File: src/rtl/sys_arr_out_deskew_if.sv
// Stream interface between the systolic array's skewed column outputs, the
// deskew/FIFO stage and the downstream consumer of aligned vectors.
interface sys_arr_out_deskew_if #(
    parameter int N_LANES  = 4,
    parameter int WORD_WDT = 16
);
    logic [N_LANES*WORD_WDT-1:0] in_word;
    logic [N_LANES-1:0]          in_word_val;
    logic [N_LANES*WORD_WDT-1:0] out_vec;
    logic                        out_val;
    logic                        out_rdy;

    // Array/consumer side.
    modport master (
        output in_word, in_word_val, out_rdy,
        input  out_vec, out_val
    );

    // Deskew stage side.
    modport slave (
        input  in_word, in_word_val, out_rdy,
        output out_vec, out_val
    );
endinterface

File: src/rtl/sys_arr_out_deskew.sv
// Realigns skewed systolic-array column outputs into one vector and buffers
// the vectors in a first-word-fall-through FIFO that throttles the array.
module sys_arr_out_deskew #(
    parameter int N_LANES    = 4,
    parameter int WORD_WDT   = 16,
    parameter int FIFO_DEPTH = 8
) (
    input  logic                          clk,
    input  logic                          rst,
    input  logic                          clk_en,
    output logic                          arr_clk_en,
    sys_arr_out_deskew_if.slave           bus,
    output logic [$clog2(FIFO_DEPTH):0]   fifo_cnt,
    output logic                          err_misalign
);
    localparam int AW = $clog2(FIFO_DEPTH);
    localparam int CW = AW + 1;
    localparam int VW = N_LANES * WORD_WDT;

    logic [WORD_WDT-1:0] al_word [N_LANES];
    logic [N_LANES-1:0]  al_val;
    logic [VW-1:0]       al_vec;

    logic [VW-1:0] mem_q [FIFO_DEPTH];
    logic [VW-1:0] mem_d [FIFO_DEPTH];
    logic [AW-1:0] wr_ptr_q, wr_ptr_d;
    logic [AW-1:0] rd_ptr_q, rd_ptr_d;
    logic [CW-1:0] cnt_q, cnt_d;
    logic          err_q, err_d;

    logic full, wr_en, rd_en, misalign;

    // Lane i arrives i cycles after lane 0, so it waits N_LANES-1-i enabled
    // cycles; the last lane is used straight from the array.
    for (genvar gi = 0; gi < N_LANES; gi++) begin : g_lane
        localparam int DEPTH = N_LANES - 1 - gi;
        if (DEPTH == 0) begin : g_pass
            assign al_word[gi] = bus.in_word[gi*WORD_WDT +: WORD_WDT];
            assign al_val[gi]  = bus.in_word_val[gi];
        end else begin : g_dly
            logic [WORD_WDT-1:0] word_q [DEPTH];
            logic [WORD_WDT-1:0] word_d [DEPTH];
            logic [DEPTH-1:0]    val_q, val_d;

            always_comb begin
                word_d = word_q;
                val_d  = val_q;
                if (arr_clk_en) begin
                    word_d[0] = bus.in_word[gi*WORD_WDT +: WORD_WDT];
                    val_d[0]  = bus.in_word_val[gi];
                    for (int k = 1; k < DEPTH; k++) begin
                        word_d[k] = word_q[k-1];
                        val_d[k]  = val_q[k-1];
                    end
                end
            end

            always_ff @(posedge clk) begin
                if (rst) begin
                    word_q <= '{default: '0};
                    val_q  <= '0;
                end else begin
                    word_q <= word_d;
                    val_q  <= val_d;
                end
            end

            assign al_word[gi] = word_q[DEPTH-1];
            assign al_val[gi]  = val_q[DEPTH-1];
        end
    end

    always_comb begin
        al_vec = '0;
        for (int i = 0; i < N_LANES; i++) begin
            al_vec[i*WORD_WDT +: WORD_WDT] = al_word[i];
        end
    end

    // Throttle depends only on the registered count, never on out_rdy, so a
    // pop from a full FIFO frees the slot for the following cycle.
    assign full       = (cnt_q == CW'(FIFO_DEPTH));
    assign arr_clk_en = clk_en & ~full;
    assign wr_en      = arr_clk_en & (&al_val);
    assign misalign   = arr_clk_en & (|al_val) & ~(&al_val);

    // Handshake: out_val is high whenever the FIFO holds an entry; the head
    // in out_vec is consumed on a cycle with out_val & out_rdy and stays
    // stable otherwise. out_val does not depend on out_rdy.
    assign bus.out_val = (cnt_q != '0);
    assign bus.out_vec = mem_q[rd_ptr_q];
    assign rd_en       = bus.out_val & bus.out_rdy;

    always_comb begin
        mem_d    = mem_q;
        wr_ptr_d = wr_ptr_q;
        rd_ptr_d = rd_ptr_q;
        cnt_d    = cnt_q;
        err_d    = err_q | misalign;
        if (wr_en) begin
            mem_d[wr_ptr_q] = al_vec;
            wr_ptr_d        = wr_ptr_q + AW'(1);
        end
        if (rd_en) begin
            rd_ptr_d = rd_ptr_q + AW'(1);
        end
        case ({wr_en, rd_en})
            2'b10:   cnt_d = cnt_q + CW'(1);
            2'b01:   cnt_d = cnt_q - CW'(1);
            default: cnt_d = cnt_q;
        endcase
    end

    // Storage carries no reset; only pointers and count define its content.
    always_ff @(posedge clk) begin
        mem_q <= mem_d;
    end

    always_ff @(posedge clk) begin
        if (rst) begin
            wr_ptr_q <= '0;
            rd_ptr_q <= '0;
            cnt_q    <= '0;
            err_q    <= 1'b0;
        end else begin
            wr_ptr_q <= wr_ptr_d;
            rd_ptr_q <= rd_ptr_d;
            cnt_q    <= cnt_d;
            err_q    <= err_d;
        end
    end

    assign fifo_cnt     = cnt_q;
    assign err_misalign = err_q;
endmodule

File: src/flat_wrapper.sv
// flat-port wrapper written by rule: the top's interface ports become plain ports
module sys_arr_out_deskew_flat 
#(
    parameter int N_LANES    = 4,
    parameter int WORD_WDT   = 16,
    parameter int FIFO_DEPTH = 8
)
  (clk, rst, clk_en, arr_clk_en, fifo_cnt, err_misalign, bus_in_word, bus_in_word_val, bus_out_rdy, bus_out_vec, bus_out_val);
  sys_arr_out_deskew_if #(.N_LANES(N_LANES), .WORD_WDT(WORD_WDT)) bus_i ();
  input  logic clk;
  input  logic rst;
  input  logic clk_en;
  output logic arr_clk_en;
  output logic [$clog2(FIFO_DEPTH):0] fifo_cnt;
  output logic err_misalign;
  input wire logic [$bits(bus_i.in_word)-1:0] bus_in_word;
  input wire logic [$bits(bus_i.in_word_val)-1:0] bus_in_word_val;
  input wire logic [$bits(bus_i.out_rdy)-1:0] bus_out_rdy;
  output wire logic [$bits(bus_i.out_vec)-1:0] bus_out_vec;
  output wire logic [$bits(bus_i.out_val)-1:0] bus_out_val;
  assign bus_i.in_word = bus_in_word;
  assign bus_i.in_word_val = bus_in_word_val;
  assign bus_i.out_rdy = bus_out_rdy;
  assign bus_out_vec = bus_i.out_vec;
  assign bus_out_val = bus_i.out_val;
  sys_arr_out_deskew #(.N_LANES(N_LANES), .WORD_WDT(WORD_WDT), .FIFO_DEPTH(FIFO_DEPTH)) u_core (.clk(clk), .rst(rst), .clk_en(clk_en), .arr_clk_en(arr_clk_en), .bus(bus_i), .fifo_cnt(fifo_cnt), .err_misalign(err_misalign));
endmodule
File: config.mk
export PLATFORM = sky130hd
export DESIGN_NAME = sys_arr_out_deskew_flat
export DESIGN_NICKNAME = d
export VERILOG_FILES = /design/src/rtl/sys_arr_out_deskew_if.sv /design/src/rtl/sys_arr_out_deskew.sv /design/src/flat_wrapper.sv
export SDC_FILE = /design/constraint.sdc
export NUM_CORES = 1
export LEC_CHECK = 0
export BUFFER_PORTS_ARGS = -buffer_cell sky130_fd_sc_hd__buf_2
export CAP_MARGIN = 25
export CORE_ASPECT_RATIO = 0.5
export CORE_MARGIN = 5
export CORE_UTILIZATION = 45
export CTS_CLUSTER_DIAMETER = 50
export DETAILED_ROUTE_END_ITERATION = 16
export GPL_ROUTABILITY_DRIVEN = 0
export PLACE_DENSITY = 0.69
export SYNTH_ARGS = -nofsm -noshare
export SYNTH_HDL_FRONTEND = slang
export SYNTH_SLANG_ARGS = --single-unit
File: constraint.sdc
create_clock -name clk -period 17.7 [get_ports clk]
set_clock_uncertainty 0.2 [all_clocks]
set_input_delay 0.885 -clock clk [delete_from_list [all_inputs] [get_ports clk]]
set_output_delay 0.885 -clock clk [all_outputs]
set_load 0.005 [all_outputs]
# --- Word level (Yosys, flattened, before mapping) ---
# Index checks and enable logic that the tools add are counted.
classes:
  n_eq_ne: 3
  shifts: 0
  muxes: 7
  n_div: 0
  reduce_logical: 5
  addsub: 4
  magnitude_cmp: 3
  n_mul: 0
  bitwise_logic: 10
ops:
  columns: ["cell", "count"]
  rows:
  - ["bitwise mux 512 bit", 1]
  - ["binary-select mux 64 bit (select 3 bit)", 1]
  - ["demux 64 bit (select 3 bit)", 1]
  - ["two-way mux 64 bit", 3]
  - ["greater-or-equal comparator 4 bit, second input constant", 2]
  - ["NOT 3 -> 4 bit", 2]
  - ["one-hot mux 4 bit (2 select lines)", 1]
  - ["adder 3 x 1 -> 3 bit, second input constant", 2]
  - ["AND 1 bit", 5]
  - ["adder 4 x 1 -> 4 bit, second input constant", 1]
  - ["equality test 4 bit, second input constant", 1]
  - ["< comparator 4 x 1 -> 1 bit, second input constant", 1]
  - ["AND reduction 4 bit", 1]
  - ["nonzero test 4 bit", 1]
  - ["OR reduction 4 bit", 1]
  - ["subtractor 4 x 1 -> 4 bit, second input constant", 1]
  - ["equality test 2 x 1 -> 1 bit, second input constant", 1]
  - ["equality test 2 bit, second input constant", 1]
  - ["NOT 1 bit", 2]
  - ["nonzero test 2 bit", 1]
  - ["logical AND 1 bit", 1]
  - ["OR 1 bit", 1]
word_totals:
  memories: 0
  rom_bits: 0
  elab_cells: 53
  ramBits: 0
  latch_bits: 0
  out_inout_bits: 71
  input_bits: 72
  register_bits: 625

# --- Longest topological paths before layout ---
# Gate-level depths: netlist of the first run.
logic_depth:
  depth_word: 6
  mapped_depth: 11
  mapped_depth_nobuf: 10

# --- Worst setup path before layout of the first run ---
# No wires, ideal clock.
synth_path:
  path_type: "in2reg"
  startpoint: "input port bus_in_word_val[3]"
  endpoint: "register u_core.mem_q[448] (netlist bit), enable pin"
  path_buffers: 1
  t_arrival_ns: 7.586
  required_time_ns: 16.854
  path_slack_ns: 9.268
  stages: 4
  setup_time_ns: 0.646
  cell_sequence: "and4_1 > clkbuf_1 > nand3_1 > nor4_1"
synth_via:
  elab_chain_len: 2
synth_lines:
  columns: ["item", "line", "text"]
  rows:
  - ["start: declaration", "flat_wrapper.sv:17", "input wire logic [$bits(bus_i.in_word_val)-1:0] bus_in_word_val;"]
  - ["AND reduction 4 bit", "sys_arr_out_deskew.sv:84", "assign wr_en = arr_clk_en & (&al_val);"]
  - ["AND 1 bit", "sys_arr_out_deskew.sv:84", null]
  - ["end signal: assignment", "sys_arr_out_deskew.sv:116", "mem_q <= mem_d;"]
  - ["end: declaration", "sys_arr_out_deskew.sv:24", "logic [VW-1:0] mem_q [FIFO_DEPTH];"]
# No other way between the ends.
# A chain may end at the register's enable or synchronous reset.

# --- Worst setup path in the final report of the first run ---
layout_path:
  startpoint: "register u_core.cnt_q[1], in the netlist u_core.fifo_cnt[1]"
  endpoint: "register u_core.mem_q[143] (netlist bit), enable pin"
layout_via:
  elab_chain_len: 4
layout_lines:
  columns: ["item", "line", "text"]
  rows:
  - ["start: declaration", "sys_arr_out_deskew.sv:28", "logic [CW-1:0] cnt_q, cnt_d;"]
  - ["start signal: assignment", "sys_arr_out_deskew.sv:128", "cnt_q <= cnt_d;"]
  - ["equality test 4 bit", "sys_arr_out_deskew.sv:82", "assign full = (cnt_q == CW'(FIFO_DEPTH));"]
  - ["NOT 1 bit", "sys_arr_out_deskew.sv:83", "assign arr_clk_en = clk_en & ~full;"]
  - ["AND 1 bit", "sys_arr_out_deskew.sv:83", null]
  - ["AND 1 bit", "sys_arr_out_deskew.sv:84", null]
# No other way between the ends.

==> impl_metrics.ini, run 1 <==
[status]
outcome = complete, no violations

[timing]
rsz0062_at_grt = no
hold_viol_final = 0
period_share = 0.2652
slew-limit-headroom = 0.2827
setup_viol = 0
tightest_slew_ps = 1076
finalCriticalPeriod_ps = 4694
fin_tns_setup_ps = 0
max_freq_mhz = 213.1
slew_viol_final = 0

[global_route]
antenna_found_initial = 2
grt_pass1_wl_um = 72440
grt_use_total = 0.1639
grt_max_degree = 93
overflow = 0
grt_pass1_vias = 12350

[clocking]
cts_setup_buffers = 0
cts-buffers-inserted = 56
h-tree-depth = 2
cts.sinks = 625
clock_path_buffers = 3
tritoncts = built
clockRootBuffer = clkbuf_16
clkLatencyLatePin_ps = 580
ctsResizeCount = 0
clkTransAtPathRegs_ps = 70
hold_buffers = 0

[layout]
area_growth_pct = 14.54
fin_area_sq_um = 26720
mostFrequentLayoutCells = 512 x edfxtp_1, 209 x nand2_1, 141 x buf_2
final_core_util = 0.5178
multiInputGateArea_sq_um = 5340
layout-drive-gt1-share = 0.3141
fillers = 4047
ff_latch_area_sq_um = 17650
layout_commonest_cell = edfxtp_1
nNetsFinal = 1487

[synthesis]
syn-num-nets = 1338
ys_warn_count = 0
synth.cell_area_sq_um = 23330
ys_types = 32
ys_ff_latch = 625
avgSynthCellArea_sq_um = 18.50
yosysSeqAreaShare = 0.7561
netlist_instances = 1261

[floorplan]
rows = 59
boundaryPins = 143
chipHeight_um = 171.0
coreArea_sq_um = 51600
die_w_um = 332.0
die-area_sq_um = 56770
start_util = 0.4521

[route]
first_pass_iters = 7
drt_wl_total_um = 47220
avgRoutedWirePerCell_um = 21.85
drt_iter0_drc = 913
post-route-drc-count = 0
final_antenna_net_count = 0
viasPerCell = 5.431
via_count = 11740

[worst_setup_path]
cp.required_ps = 17710
crit_path_end_kind = flop
ff2ff_setup_slack_ps = 13010
r2r-start = u_core.fifo_cnt[1]
reg2regPathDepth = 7
worst_ep_arrival_time_ps = 4700
critPathKind = flop to flop
worst_setup_path_start_kind = flop
r2r-end = u_core.mem_q[143]
cp_max_fo = 92

[power_and_ir_drop]
vdd_ir_drop_max_mv = 0.07659
power_mw = 2.865
p_per_area_nw_per_um2 = 107.2
power_leakage_nw = 8.313

[placed_design]
placed_cell_area_sq_um = 24780
hpwl_um = 25650
portBuffers = 142

[worst_hold_path]
hp-start = u_core.g_lane[0].g_dly.word_q[24]
holdPathStages = 2
hold-path-endpoint = u_core.al_vec[8]
hp-class = flop to flop

[flow_run]
maxCapViolations = 0
[per-stage QoR]
stage          hold WS [ps]  setup WS [ps]  std cells
6_report              246.5          13010       2161
2_1_floorplan         232.1           9268       1261
5_1_grt               274.4          12720       2160
3_3_place_gp          241.2          12730       2049
3_5_place_dp          244.9          12690       2051
4_1_cts               252.3          12930       2157
[worst max-delay path: stages, from the launching register on]
cell and delay [ps]:
dfxtp_1 490, or4b_4 220, nand2_4 250, clkinv_2 360
buf_4 770, nand3_1 490, nor2_4 720, buf_4 740
[kinds of logic (layout without fill, tap and decap cells)]
family,Yosys count,count (layout),synth area share
flops,625,625,0.7561
fa+ha+maj,5,5,0.002682
xor+xnor,7,7,0.002628
mux,194,194,0.1554
buf+inv,75,272,0.01732
compound gates,111,111,0.02392
simple gates,244,244,0.04200
other cells,0,2,0
[where the power goes]
part           leakage (nW)  total (mW)  internal, mW  switching, mW
registers              5.36        1.60          1.59         0.0112
clock network         0.934        1.23         0.713          0.512
logic                  2.02      0.0374        0.0122         0.0253
total                  8.31        2.86          2.32          0.549
[synth_stat cells]
library cell | number | share of area
nand2_1 | 209 | 0.034
inv_1 | 1 | 0.00016
or4_1 | 1 | 0.00032
dfxtp_1 | 113 | 0.097
clkbuf_1 | 40 | 0.0064
inv_2 | 1 | 0.00016
ha_1 | 5 | 0.0027
buf_1 | 2 | 0.00032
or3_1 | 1 | 0.00027
nor4bb_1 | 1 | 0.00043
and4_1 | 1 | 0.00038
nor2_1 | 12 | 0.0019
mux4_2 | 128 | 0.12
nand2b_1 | 2 | 0.00054
buf_4 | 1 | 0.00032
buf_2 | 17 | 0.0036
nand4_1 | 1 | 0.00027
nand2_2 | 1 | 0.00027
or4b_4 | 1 | 0.00059
mux2_2 | 65 | 0.031
nor4b_1 | 1 | 0.00038
o31ai_1 | 1 | 0.00032
o21ai_0 | 3 | 0.00064
nor2b_1 | 2 | 0.00054
buf_6 | 13 | 0.0063
mux2i_1 | 1 | 0.00043
xor2_1 | 7 | 0.0026
nand3_1 | 5 | 0.0011
edfxtp_1 | 512 | 0.66
nor4_1 | 2 | 0.00054
a21oi_1 | 107 | 0.023
nor3_1 | 4 | 0.00086
[metal layers]
metal  global-route usage  wire length, um  vias to the layer above  share of wire
li1                     -                -                     5214              -
met1               0.2127            18990                     6108           0.40
met2               0.2956            25000                      335           0.53
met3              0.02524             2289                       77          0.048
met4              0.04025              936                        2          0.020
met5                    0                7                        -        0.00015
[worst max-delay path by stage]
stage	from	end	slack (ps)	cells after the start
after floorplan	bus_in_word_val[3]	u_core.mem_q[448]	9270	4
after CTS	u_core.rd_ptr_q[0]	bus_out_vec[30]	12930	4
after detailed placement	clk_en	u_core.mem_q[145]	12690	7
after global placement	clk_en	u_core.mem_q[182]	12730	7
final	u_core.fifo_cnt[1]	u_core.mem_q[143]	13010	7
after global routing	u_core.fifo_cnt[1]	u_core.mem_q[169]	12720	7
[registers in the layout, indices dropped and copies added, names as in the netlist]
signal	flops
u_core.al_vec	32
u_core.rd_ptr_q	3
u_core.fifo_cnt	4
u_core.g_lane.g_dly.word_q	64
u_core.err_misalign	1
u_core.g_lane.g_dly.val_q	6
u_core.mem_q	512
u_core.wr_ptr_q	3
[cell type report]
| class | count | area share |
|---|---|---|
| clock inverter | 26 | 0.009881 |
| antenna | 2 | 0.0001873 |
| clock buffer | 80 | 0.06083 |
| sequential | 625 | 0.6605 |
| timing repair buffer | 164 | 0.03559 |
| multi-input combinational | 561 | 0.1999 |
| tap | 701 | 0.03283 |
| inverter | 2 | 0.0003278 |
(Power assumes the default switching activity.)
==> inputs of run 2 (changes only) <==
- clock period: 17.7 -> 4.7 ns (I/O delays scaled with it)
==> run 2 against run 1 <==
- routed wire length is 1.9% lower
- global-route usage fell by 0.30 points
- non-clock buffer count is 72 higher
- worst hold slack got worse by 190 ps
- clock power grew to 3.4 times the previous value
- sequential power grew to 3.8 times the previous value
- sequential share of layout area is 1.4 points lower
- final cell count grew 3.1%
- critical path type is now flop to output port
- largest power group unchanged
==> impl_metrics.ini, run 2 (synthesis results as in run 1) <==
[clocking]
cts-buffers-inserted = 55
clockRootBuffer = clkbuf_16
cts.sinks = 625
ctsResizeCount = 0
clock_path_buffers = 3
h-tree-depth = 2
clkTransAtPathRegs_ps = 70
clkLatencyLatePin_ps = 580
tritoncts = built

[timing]
max_freq_mhz = 291.7
slew_viol_final = 0
period_share = 0.7295
hold_viol_final = 0
tightest_slew_ps = 933.5
setup_viol = 0
timing.hold.ws_ps = 55.45
rsz0062_at_grt = no
fin_tns_setup_ps = 0
slew-limit-headroom = 0.3777
finalCriticalPeriod_ps = 3429

[layout]
layout-drive-gt1-share = 0.2991
mostFrequentLayoutCells = 512 x edfxtp_1, 209 x nand2_1, 141 x buf_2
final-instance-count-excl-fill = 2229
largest_register = u_core.mem_q
layout_commonest_cell = edfxtp_1
fillers = 3999
num_antenna_cells = 0
multiInputGateArea_sq_um = 5355
ff_latch_area_sq_um = 17650
nNetsFinal = 1558
largest_register_ffs = 512
area_growth_pct = 16.95

[worst_setup_path]
critPathKind = flop to output port
ff2ff_setup_slack_ps = 1330
worst_ep_arrival_time_ps = 2990
reg2regPathDepth = 6
worst_setup_path_start_kind = flop
crit_path_end_kind = output port
r2r-start = u_core.fifo_cnt[1]
cp.required_ps = 4260
r2r-end = u_core.mem_q[122]
cp_max_fo = 34

[floorplan]
die-area_sq_um = 56770
rows = 59
chipHeight_um = 171.0
boundaryPins = 143
start_util = 0.4521
coreArea_sq_um = 51600
die_w_um = 332.0

[power_and_ir_drop]
power_leakage_nw = 8.532
p_per_area_nw_per_um2 = 382.2
vdd_ir_drop_max_mv = 0.2647

[worst_hold_path]
hold-path-endpoint = u_core.wr_ptr_q[2]
hp-class = input pin to flop
hp-start = rst
holdPathStages = 2

[route]
avgRoutedWirePerCell_um = 20.78
via_count = 11820
post-route-drc-count = 0
drt_wl_total_um = 46330
first_pass_iters = 5
viasPerCell = 5.304
final_antenna_net_count = 0
drt_iter0_drc = 943

[global_route]
grt_use_total = 0.1610
grt_pass1_wl_um = 71380
grt_max_degree = 78
grt_pass1_vias = 12370
overflow = 0
antenna_found_initial = 0

[status]
outcome = complete, no violations

[placed_design]
place_inst = 2053
portBuffers = 142
hpwl_um = 25370

[flow_run]
maxCapViolations = 0
[run 2: cell count changes in the layout (fill, tap and decap cells not counted), sizes merged]
| cell | before | now |
|---|---|---|
| bufinv | 5 | 0 |
| clkinvlp | 1 | 0 |
| dlygate4sd3 | 0 | 70 |
| diode | 2 | 0 |
| buf | 164 | 166 |
| clkinv | 17 | 23 |
| clkbuf | 80 | 78 |
[run 2: final cells by class]
type                       count  area share
tap                          701     0.03215
multi-input combinational    561      0.1963
timing repair buffer         236     0.06191
clock inverter                26    0.005182
sequential                   625      0.6469
clock buffer                  78     0.05728
inverter                       2   0.0003210
[run 2: worst max path at each step]
stage	startpoint	to	slack, ps	cells past startpoint
after floorplan	u_core.g_lane[2].g_dly.val_q	u_core.mem_q[320]	-1420	4
after global placement	u_core.fifo_cnt[1]	u_core.mem_q[62]	1470	6
after detailed placement	u_core.fifo_cnt[1]	u_core.mem_q[117]	1380	6
after CTS	u_core.rd_ptr_q[0]	bus_out_vec[11]	1160	4
after global routing	u_core.rd_ptr_q[0]	bus_out_vec[13]	1010	4
final	u_core.rd_ptr_q[0]	bus_out_vec[37]	1270	4
[run 2: report_power, final]
group          switching, mW  internal [mW]  leakage [nW]
combinational          0.103         0.0842          2.31
clock                   1.89           2.32         0.853
sequential            0.0420           5.99          5.36
[run 2: critical path: stages, from the launching register on]
cell and delay [ps]:
dfxtp_4 880, buf_4 530, mux4_2 560, mux2_2 290
buf_2 130
[run 2: through the flow]
stage / worst slack (ps) / total power, mW / util / area, sq um
after global routing: 1010 / 10.79 / 0.5287 / 27280
after CTS: 1162 / 10.51 / 0.5278 / 27230
after global placement: 1471 / 6.282 / 0.4812 / 24830
after floorplan: -1421 / 6.221 / - / 23340
final: 1271 / 10.43 / 0.5287 / 27280
after detailed placement: 1376 / 6.293 / 0.4812 / 24830
[run 2: repair_timing]
item,CTS,global route
hold endpoints to repair,184,0
hold buffers,70,0
setup buffers,0,0
[run 2: routing by layer]
layer  GRT usage  wire length (um)  up-vias
li1            -                 -     5359
met1      0.2094             19230     6149
met2      0.2917             24480      262
met3     0.02321              1865       52
met4     0.03768               758        0
met5           0                 0        -
==> inputs of run 3 (changes only) <==
- clock period: 4.7 -> 3.5 ns (I/O delays scaled with it)
==> run 3 against run 2 <==
- highest routed layer unchanged
- global-route usage is 1.2 points higher
- register-to-register slack worse by 980 ps
- combinational power is 55% higher
- largest power group unchanged
- critical path type unchanged
- sequential share of layout area is 1.4 points lower
- first-iteration DRC count is 9.0% lower
- critical path depth is 2 higher
- power is 37% higher
- setup slack worse by 1000 ps
- routed wire length is 7.1% higher
- sequential power is 34% higher
- via count is 3.5% higher
==> impl_metrics.ini, run 3 (synthesis results as in run 1) <==
[status]
outcome = complete, no violations

[timing]
setup_viol = 0
tightest_slew_ps = 807.0
hold_viol_final = 0
period_share = 0.9239
rsz0062_at_grt = no
fin_tns_setup_ps = 0
max_freq_mhz = 309.2
setup_ws_ps = 266.2
finalCriticalPeriod_ps = 3234
slew-limit-headroom = 0.4620
slew_viol_final = 0

[worst_setup_path]
cp_top_family = buffers and inverters
crit_top_cell = buf_4
cp.depth = 6
worst_ep_arrival_time_ps = 2860
crit_path_end_kind = output port
path_buf_inv = 4
critPathMaxStageDelay_ps = 630
worst_setup_path_start_kind = flop
critical_path.cell_chain = or4b_4 > nand2_4 > clkinv_2 > buf_4 > buf_4 > buf_2
cp_max_fo = 81
slowest_stage = buf_4
cp.required_ps = 3120
reg2regPathDepth = 8
critPathKind = flop to output port

[layout]
layout-drive-gt1-share = 0.2946
largest_register_ffs = 512
final-instance-count-excl-fill = 2284
layout_commonest_cell = edfxtp_1
area_growth_pct = 19.62
largest_register = u_core.mem_q
mostFrequentLayoutCells = 512 x edfxtp_1, 209 x nand2_1, 141 x buf_2
nNetsFinal = 1612
final_core_util = 0.5408

[floorplan]
coreArea_sq_um = 51600
start_util = 0.4521
die_w_um = 332.0
die-area_sq_um = 56770
rows = 59
boundaryPins = 143
chipHeight_um = 171.0

[clocking]
clkTransAtPathRegs_ps = 70
cts-buffers-inserted = 56
cts.sinks = 625
tritoncts = built
h-tree-depth = 2
clkLatencyLatePin_ps = 590
clockRootBuffer = clkbuf_16
clock_path_buffers = 3

[global_route]
grt_use_total = 0.1728
overflow = 0
grt_pass1_wl_um = 75780
antenna_found_initial = 0
grt_pass1_vias = 13010
grt_max_degree = 82

[power_and_ir_drop]
p_comb_frac = 0.020
p_per_area_nw_per_um2 = 512.5
power_leakage_nw = 8.857
pwr-share-clk = 0.413
vdd_ir_drop_max_mv = 0.3851
power_mw = 14.30
swShare = 0.1955
seqPwrFrac = 0.566
intPower_mw = 11.50
netSwitchingPower_mw = 2.796

[worst_hold_path]
hp-class = input pin to flop
holdPathStages = 4

[placed_design]
hpwl_um = 26800
portBuffers = 142
place_ws_ps = 636.5
place_inst = 2070

[route]
drt_wl_total_um = 49600
post-route-drc-count = 0
avgRoutedWirePerCell_um = 21.72
via_count = 12230
final_antenna_net_count = 0
viasPerCell = 5.355
drt_iter0_drc = 858
first_pass_iters = 5

[flow_run]
maxCapViolations = 0
[run 3: power by group through the flow]
stage / combinational [mW] / clock [mW] / sequential [mW]
after floorplan: 0.113 / 0 / 8.24
final: 0.291 / 5.91 / 8.10
after global placement: 0.183 / 0 / 8.25
after detailed placement: 0.191 / 0 / 8.26
after CTS: 0.285 / 6.03 / 8.10
after global routing: 0.318 / 6.37 / 8.10
[run 3: per-stage QoR]
step / instance area, sq um / hold slack, ps
2_1_floorplan: 23360 / 73.87
3_3_place_gp: 25050 / 215.9
3_5_place_dp: 25050 / 221.6
4_1_cts: 27900 / 157.0
5_1_grt: 27900 / 180.8
6_report: 27900 / 183.2
[run 3: timing repair]
| item | in CTS | in global routing |
|---|---|---|
| hold endpoints to repair | 229 | 0 |
| setup buffers | 0 | 0 |
| hold buffers | 108 | 0 |
| gates resized for setup | 0 | 0 |
[run 3: metal layers]
metal | vias to the layer above | global-route usage | routed length, um
li1 | 5455 | - | -
met1 | 6426 | 0.2209 | 20470
met2 | 278 | 0.3161 | 26090
met3 | 72 | 0.02536 | 2043
met4 | 0 | 0.04301 | 1000
met5 | - | 0 | 0
[run 3: final cells by class]
type                            instances  area (sq um)
Fill cell                            3910         23700
Sequential cell                       625         17650
Multi-Input combinational cell        561          5374
Timing Repair Buffer                  289          2225
Clock buffer                           70          1495
Tap cell                              701         877.1
Clock inverter                         35         274.0
Inverter                                2         8.758
Antenna cell                            1         2.502
[run 3: final timing paths]
path,start,endpoint,slack [ps]
max,u_core.fifo_cnt[1],arr_clk_en,270
min,bus_in_word[39],u_core.g_lane[2].g_dly.word_q[7],180
max reg2reg,u_core.fifo_cnt[1],u_core.g_lane[2].g_dly.word_q[2],350
min reg2reg,u_core.g_lane[0].g_dly.word_q[27],u_core.al_vec[11],250
[run 3: worst min-delay path: stages]
cell and delay [ps]:
dlygate4sd3_1 530, buf_2 120, nand2_1 40, a21oi_1 50
